<file path="src/rtl/puf_key_scheduler.sv">
// Drives eight 16-bit challenge words from a captured seed into the arbiter-PUF bank,
// majority-votes NUM_VOTES responses per word and assembles the 128-bit AES key.
module puf_key_scheduler #(
    parameter int unsigned NUM_VOTES     = 5,
    parameter int unsigned SETTLE_CYCLES = 1
) (
    input  logic         clk_divided,
    input  logic         reset,
    input  logic         start,
    input  logic [127:0] seed,
    output logic [15:0]  challenge,
    input  logic [15:0]  response,
    output logic [127:0] key_out,
    output logic         key_valid,
    output logic         busy,
    output logic [7:0]   unstable_cnt
);

    localparam int unsigned WORD_W    = 16;
    localparam int unsigned KEY_W     = 128;
    localparam int unsigned TALLY_W   = 4;
    localparam int unsigned CNT_W     = 8;
    localparam int unsigned WIDX_W    = 3;
    localparam int unsigned WUNST_W   = 5;

    typedef enum logic [1:0] {
        ST_IDLE,
        ST_WAIT,
        ST_SAMPLE
    } state_t;

    state_t                           state_q, state_d;
    logic [KEY_W-1:0]                 seed_q, seed_d;
    logic [WORD_W-1:0]                chal_q, chal_d;
    logic [KEY_W-1:0]                 key_q, key_d;
    logic                             valid_q, valid_d;
    logic                             busy_q, busy_d;
    logic [CNT_W-1:0]                 unst_q, unst_d;
    logic [WORD_W-1:0][TALLY_W-1:0]   tally_q, tally_d;
    logic [WIDX_W-1:0]                w_q, w_d;
    logic [TALLY_W-1:0]               v_q, v_d;
    logic [TALLY_W-1:0]               settle_q, settle_d;

    logic [WORD_W-1:0][TALLY_W-1:0]   tally_nxt;
    logic [WORD_W-1:0]                voted;
    logic [WUNST_W-1:0]               word_unst;
    logic [WIDX_W-1:0]                key_word;
    logic [WIDX_W-1:0]                next_word;

    // Per-bit vote accumulation and resolution of the word being sampled
    always_comb begin
        word_unst = '0;
        for (int i = 0; i < int'(WORD_W); i++) begin
            tally_nxt[i] = tally_q[i] + TALLY_W'(response[i]);
            voted[i]     = tally_nxt[i] > TALLY_W'(NUM_VOTES / 2);
            if (tally_nxt[i] != '0 && tally_nxt[i] != TALLY_W'(NUM_VOTES)) begin
                word_unst = word_unst + WUNST_W'(1);
            end
        end
        key_word  = WIDX_W'(7) - w_q;
        next_word = WIDX_W'(6) - w_q;
    end

    always_comb begin
        state_d  = state_q;
        seed_d   = seed_q;
        chal_d   = chal_q;
        key_d    = key_q;
        valid_d  = valid_q;
        busy_d   = busy_q;
        unst_d   = unst_q;
        tally_d  = tally_q;
        w_d      = w_q;
        v_d      = v_q;
        settle_d = settle_q;

        case (state_q)
            ST_IDLE: begin
                if (start) begin
                    seed_d   = seed;
                    chal_d   = seed[127:112];
                    w_d      = '0;
                    v_d      = '0;
                    tally_d  = '0;
                    unst_d   = '0;
                    valid_d  = 1'b0;
                    busy_d   = 1'b1;
                    settle_d = '0;
                    state_d  = ST_WAIT;
                end
            end
            ST_WAIT: begin
                if (settle_q == TALLY_W'(SETTLE_CYCLES - 1)) begin
                    settle_d = '0;
                    state_d  = ST_SAMPLE;
                end else begin
                    settle_d = settle_q + TALLY_W'(1);
                end
            end
            ST_SAMPLE: begin
                if (v_q != TALLY_W'(NUM_VOTES - 1)) begin
                    tally_d = tally_nxt;
                    v_d     = v_q + TALLY_W'(1);
                    state_d = ST_WAIT;
                end else begin
                    // Last vote of this word: commit the majority and move on
                    key_d[{key_word, 4'b0000} +: WORD_W] = voted;
                    unst_d  = unst_q + CNT_W'(word_unst);
                    tally_d = '0;
                    v_d     = '0;
                    if (w_q != WIDX_W'(7)) begin
                        w_d     = w_q + WIDX_W'(1);
                        chal_d  = seed_q[{next_word, 4'b0000} +: WORD_W];
                        state_d = ST_WAIT;
                    end else begin
                        busy_d  = 1'b0;
                        valid_d = 1'b1;
                        state_d = ST_IDLE;
                    end
                end
            end
            default: state_d = ST_IDLE;
        endcase
    end

    always_ff @(posedge clk_divided or posedge reset) begin
        if (reset) begin
            state_q  <= ST_IDLE;
            seed_q   <= '0;
            chal_q   <= '0;
            key_q    <= '0;
            valid_q  <= 1'b0;
            busy_q   <= 1'b0;
            unst_q   <= '0;
            tally_q  <= '0;
            w_q      <= '0;
            v_q      <= '0;
            settle_q <= '0;
        end else begin
            state_q  <= state_d;
            seed_q   <= seed_d;
            chal_q   <= chal_d;
            key_q    <= key_d;
            valid_q  <= valid_d;
            busy_q   <= busy_d;
            unst_q   <= unst_d;
            tally_q  <= tally_d;
            w_q      <= w_d;
            v_q      <= v_d;
            settle_q <= settle_d;
        end
    end

    assign challenge    = chal_q;
    assign key_out      = key_q;
    assign key_valid    = valid_q;
    assign busy         = busy_q;
    assign unstable_cnt = unst_q;

endmodule

</file>
<file path="config.mk">
export PLATFORM = sky130hd
export DESIGN_NAME = puf_key_scheduler
export DESIGN_NICKNAME = d
export VERILOG_FILES = /design/src/rtl/puf_key_scheduler.sv
export SDC_FILE = /design/constraint.sdc
export NUM_CORES = 1
export LEC_CHECK = 0
export ABC_AREA = 1
export BUFFER_PORTS_ARGS = -buffer_cell sky130_fd_sc_hd__buf_2
export CAP_MARGIN = 20
export CORE_UTILIZATION = 40
export CTS_BUF_LIST = sky130_fd_sc_hd__clkbuf_16
export DETAILED_ROUTE_END_ITERATION = 10
export SETUP_SLACK_MARGIN = 0.4
export SYNTH_ARGS = -nofsm -noshare
export SYNTH_HDL_FRONTEND = slang
export SYNTH_SLANG_ARGS = --single-unit
</file>
<file path="constraint.sdc">
create_clock -name clk_divided -period 11.1 [get_ports clk_divided]
set_input_delay 0 -clock clk_divided [delete_from_list [all_inputs] [get_ports clk_divided]]
set_output_delay 0 -clock clk_divided [all_outputs]
set_load 0.01 [all_outputs]
</file>
## Yosys cells after proc, flatten, opt, wreduce, memory -nomap -nowiden

Index checks and enable logic that the tools add are counted.
W data, S select, Z words.

| word-level totals | value |
|---|---|
| word-level logic and storage cells | 202 |
| output and inout port bits | 154 |
| flip-flop bits (word level) | 359 |

| operators by class | value |
|---|---|
| reductions and logical operators | 44 |
| mux-type cells | 49 |
| bitwise logic cells | 1 |
| equality and inequality tests | 25 |
| $lt $le $gt $ge | 16 |
| shift-type cells | 3 |
| add/sub/neg operators | 38 |

Operators with widths:

| kind | number |
|---|---|
| $bwmux W128 | 1 |
| $mux W64 | 2 |
| $pmux W64 S2 | 1 |
| $shift A16 B9 Y128 const A | 1 |
| $shiftx A128 B8 Y16 | 1 |
| $shiftx A16 B9 Y128 | 1 |
| $add A5 B1 Y5 const B | 15 |
| $mux W5 | 15 |
| $ne A4 B3 Y1 const B | 17 |
| $add A4 B1 Y4 | 16 |
| $gt A4 B2 Y1 const B | 16 |
| $reduce_bool A4 Y1 | 16 |
| $mux W16 | 3 |
| $pmux W16 S2 | 1 |
| $logic_and A1 B1 Y1 | 16 |
| $mux W8 | 2 |
| $pmux W4 S2 | 2 |
| $pmux W8 S2 | 1 |
| $mux W4 | 3 |
| $ne A2 B2 Y1 const B | 5 |
| $reduce_and A2 Y1 | 5 |
| $mux W1 | 9 |
| $mux W3 | 3 |
| $neg A7 Y9 | 1 |
| 17 further kinds | 23 |

## Longest topological paths before layout

| depth | value |
|---|---|
| depth after elaboration | 37 |
| depth in mapped cells | 67 |
| mapped depth without buffers | 67 |

## Worst setup path before layout

Ideal clock, no wire load.

| path | value |
|---|---|
| path kind | reg-to-reg |
| start | register tally_q[4] in the netlist's numbering |
| end | register unst_q[7], in the netlist unstable_cnt[7] |
| path slack | 2315 ps |
| clock period less this slack | 8785 ps |
| stages on the path, launching flop included | 62 |
| setup time | 122 ps |
| buffers on the path | 0 |
| arrival | 8663 ps |
| data required time | 10978 ps |
| cells stage by stage | dfrtp_1 > ha_1 > ha_1 > inv_1 > nand2_1 > nand3_1 > nand2_1 > nor2_1 > ha_1 > inv_1 > nand3_2 > nand2_2 > inv_1 > ha_1 > inv_1 > nor2_1 > inv_1 > o21ai_1 > [... 26 more ...] > nand2_1 > ha_1 > o21ai_0 > inv_1 > ha_1 > o21ai_0 > inv_1 > ha_1 > nand2_1 > nor2_1 > a211oi_1 > nor2_1 > o21ai_0 > nand2_1 > nand3_1 > o21ai_0 > nand2_1 > nor2_1 |

| on the way | value |
|---|---|
| word-level cells in the longest chain between the ends | 35 |
| elaborated cells on any way between the ends | 36 |

Ends and longest elaborated chain:

| what | RTL line | text |
|---|---|---|
| from (decl) | 39 | `logic [WORD_W-1:0][TALLY_W-1:0] tally_q, tally_d;` |
| from (signal assigned) | 147 | `tally_q <= tally_d;` |
| $add A4 B1 Y4 * | 54 | `tally_nxt[i] = tally_q[i] + TALLY_W'(response[i]);` |
| $ne A4 B3 Y1 or $reduce_bool A4 Y1 (tied branches) | 56 | `if (tally_nxt[i] != '0 && tally_nxt[i] != TALLY_W'(NUM_VOTES)) begin` |
| $logic_and A1 B1 Y1 * | 56 |  |
| $mux W5 * | 56 |  |
| $add A5 B1 Y5 | 57 | `word_unst = word_unst + WUNST_W'(1);` |
| $mux W5 * | 56 |  |
| $add A5 B1 Y5 | 57 |  |
| $mux W5 * | 56 |  |
| [... 19 more ...] | n/a |  |
| $mux W5 * | 56 |  |
| $add A5 B1 Y5 | 57 |  |
| $mux W5 * | 56 |  |
| $add A5 B1 Y5 | 57 |  |
| $mux W5 * | 56 |  |
| $add A8 B5 Y8 * | 108 | `unst_d = unst_q + CNT_W'(word_unst);` |
| $mux W8 * | 101 | `if (v_q != TALLY_W'(NUM_VOTES - 1)) begin` |
| $pmux W8 S2 * | 77 | `case (state_q)` |
| to (signal assigned) | 146 | `unst_q <= unst_d;` |
| to (decl) | 38 | `logic [CNT_W-1:0] unst_q, unst_d;` |

Mark *: on every way between the ends. The rest lies on a longest branch, timed or not. The select of a mux whose other input is x is not followed.
A chain may end at the register's enable or synchronous reset.

## Worst setup path in the final report

Same ends and word-level chain as after synthesis.

==> summary.md <==
| Metric | Value |
|---|---|
| CTS tree | `yes` |
| Die Width | `217 um` |
| Critical path launch point type | `flop` |
| Mean number of vias per cell | `5.06` |
| Final period utilization | `86.7%` |
| Sum Neg Setup Slack | `0 ns` |
| Worst-margin pin slew | `1.08 ns` |
| Worst Hold Depth | `5` |
| H-tree levels | `2` |
| Routability cong. | `0.872` |
| FFs w/ async S/R, synth | `100%` |
| Worst Setup EP | `unstable_cnt[7]` |
| P&R area growth vs syn | `26.1%` |
| Status | `completed` |
| Yosys cell types | `42` |
| CP Launch Point | `tally_q[4]` |
| Max Slew Vio Count | `0` |
| Die area | `46,900 sq um` |
| Maxcap violations | `0` |
| Clock sinks | `359` |
| CP endpoint kind | `flop` |
| Clock Path Buffers | `3` |
| I/O pin count | `301` |
| Initial Util | `40.6%` |
| Largest net degree at the start of global routing | `116` |
| Fin Clk Skew | `0.0310 ns` |
| Global-route wire length before repair | `88.2 mm` |
| Reg2Reg Depth | `61` |
| Fillcell total | `4,291` |
| Top-count cell post-synth | `nand2_1` |
| IO Port Bufs | `300` |
| Most common library cells after synthesis | `nand2_1 (620), dfrtp_1 (359), o21ai_0 (333)` |
| Peak VDD IR | `289 uV` |
| Tot Pwr | `5.48 mW` |
| Initial antenna violation count | `1` |
| Final setup fails | `0` |
| Worst skew pair latency | `0.57 ns` |
| Data arrival time of the critical path | `10.06 ns` |
| Total gr overflow | `0` |
| Via count of the first global-routing pass | `16,900` |
| Post-layout nets | `2,911` |
| Number of remaining DRC errors | `0` |
| Avg Synthesized Cell Area | `8.00 sq um` |
| Worst reg2reg startpoint | `tally_q[4]` |
| Ys flop type | `dfrtp_1` |
| Iteration-0 DRC count of the detailed router | `1,421` |
| Fin crit period | `9.62 ns` |
| YS warnings | `0` |
| Drt pass-1 iters | `5` |
| Post-synth top area cell | `dfrtp_1` |
| Leakage | `11.9 nW` |
| Root buffer cell | `clkbuf_16` |
| Power per cell area | `236 nW/um^2` |
| Total Wirelength | `55.0 mm` |
| Synth Register Bits | `359` |
| Synth Instances | `2,302` |
| Max incr delay on CP | `0.39 ns` |
| Die extent in y | `217 um` |
| Vias | `16,900` |
| Final Hold Fails | `0` |
| Mapped Nets | `2,512` |
| R2r setup slk | `1.48 ns` |
| Antenna-violating nets left | `0` |
| RR Endpoint | `unstable_cnt[7]` |
| WP data required | `11.54 ns` |
| Layout cells sized above 1 | `17.1%` |
| Worst Hold Slack | `0.0314 ns` |
| Kind of critical path | `reg -> reg` |
| EDFF count, synth | `0` |
| Mapped cell area | `18,400 sq um` |
| Clock transition at path regs | `0.07 ns` |
| Core Area | `45,400 sq um` |
| Largest cells by area after synthesis | `dfrtp_1 (49%), nand2_1 (13%), o21ai_0 (9.0%)` |
| Post-synthesis sequential area ratio | `48.8%` |
| HP Class | `in -> reg` |
| Cell mode on critical path | `nand2_1` |
| Routed WL per cell | `16.5 um` |
| RSZ-0062 raised after global routing | `no` |
| Hpwl dp | `36.4 mm` |
| GRT Util Overall | `23.5%` |
| Num CTS Buffers | `41` |
| FP Rows | `78` |
| CP max FO | `4` |
| Top-area cell type share of the netlist area | `48.8%` |
| Max_slew headroom | `28.0%` |
| CP max-delay cell | `dfrtp_1` |
| FMAX | `104 MHz` |
-- through the flow --
step / setup WS, ns / area [sq um] / utilization (%) / instances
floorplan: 1.14 / 18400 / - / 2302
global route: 0.427 / 23200 / 51.2 / 3334
finish: 1.48 / 23200 / 51.2 / 3334
global placement: 1.74 / 20400 / 45.0 / 3111
CTS: 1.39 / 23200 / 51.2 / 3333
detailed placement: 1.49 / 20500 / 45.1 / 3113
-- cell families (layout without fill, tap and decap cells) --
logic type / after synthesis / in the layout / share of synthesized area (%)
compound gates: 477 / 477 / 14.2
xor+xnor: 35 / 35 / 1.66
fa+ha+maj: 63 / 63 / 4.32
buf+inv: 396 / 827 / 8.07
flops: 359 / 359 / 48.8
other cells: 0 / 1 / 0
simple gates: 972 / 972 / 23.0
-- final cells by class --
type	instances	area, sq um	share of cell area (%)
Clock buffer	41	1030	4.42
Tap cell	600	751	3.23
Antenna cell	1	2.50	0.0108
Inverter	285	1080	4.65
Timing Repair Buffer	467	3150	13.5
Sequential cell	359	8980	38.7
Multi-Input combinational cell	1547	7970	34.3
Clock inverter	34	279	1.20
-- flip-flops by register name, summed over array words and instances (netlist names), 2 cells and up --
register,count
key_out,128
state_q,2
w_q,3
seed_q,128
challenge,16
tally_q,64
settle_q,4
unstable_cnt,8
v_q,4
-- critical path: cells and delay by family (launching register included) --
family / cells / cell delay (ns)
XOR/XNOR: 2 / 0.29
AO/OA/AOI/OAI: 12 / 1.83
flip-flops: 1 / 0.39
adder cells (fa/ha/maj): 12 / 3.31
AND/OR/NAND/NOR: 28 / 3.15
buffers and inverters: 7 / 0.54
-- cell usage in the layout (no fill, tap or decap), types with 12 or more instances in the layout --
master	Yosys	layout
a21oi_1	50	50
buf_2	0	300
buf_4	0	20
clkbuf_16	0	41
dfrtp_1	359	358
dlygate4sd3_1	0	145
ha_1	62	61
inv_1	267	277
inv_2	14	14
nand2_1	620	620
nand2_2	30	30
nand3_1	178	177
nand3_2	12	12
nand4_1	16	16
nor2_1	75	74
nor3_1	12	12
o211ai_1	37	37
o21ai_0	333	332
o22ai_1	18	18
xnor2_1	16	16
xor2_1	19	19
-- power by group --
part           switching [mW]  internal (mW)  total (mW)
logic                    1.65          0.998        2.64
registers              0.0758           1.43        1.50
clock network           0.565          0.768        1.33
total                    2.29           3.19        5.48
-- per-layer routing --
layer  routed length, um  track usage (%)  vias up  part of all wire (%)
met5                   0                0        -                     0
met4                1730             8.45        0                   3.1
met3                3320             4.29      108                   6.0
met2               25600             38.9      519                    47
met1               24300             30.7     7986                    44
li1                    -                -     8261                     -
-- worst min path at each step --
stage                        from     endpoint  slack (ns)
final                       start   seed_q[93]        0.03
after global routing        start   seed_q[94]        0.08
after detailed placement    reset  seed_q[117]        0.13
after CTS                   start   seed_q[93]        0.01
after global placement      reset  seed_q[117]        0.13
after floorplan           seed[0]    seed_q[0]        0.11
-- timing repair --
action / 4_1_cts / 5_1_grt
hold buffers: 145 / 0
hold endpoints to repair: 242 / 0
setup endpoints to repair: 0 / 2
gates resized for setup: 0 / 1
buffers inserted: 0 / 0
Note: power is estimated with default switching activity, not from simulation.
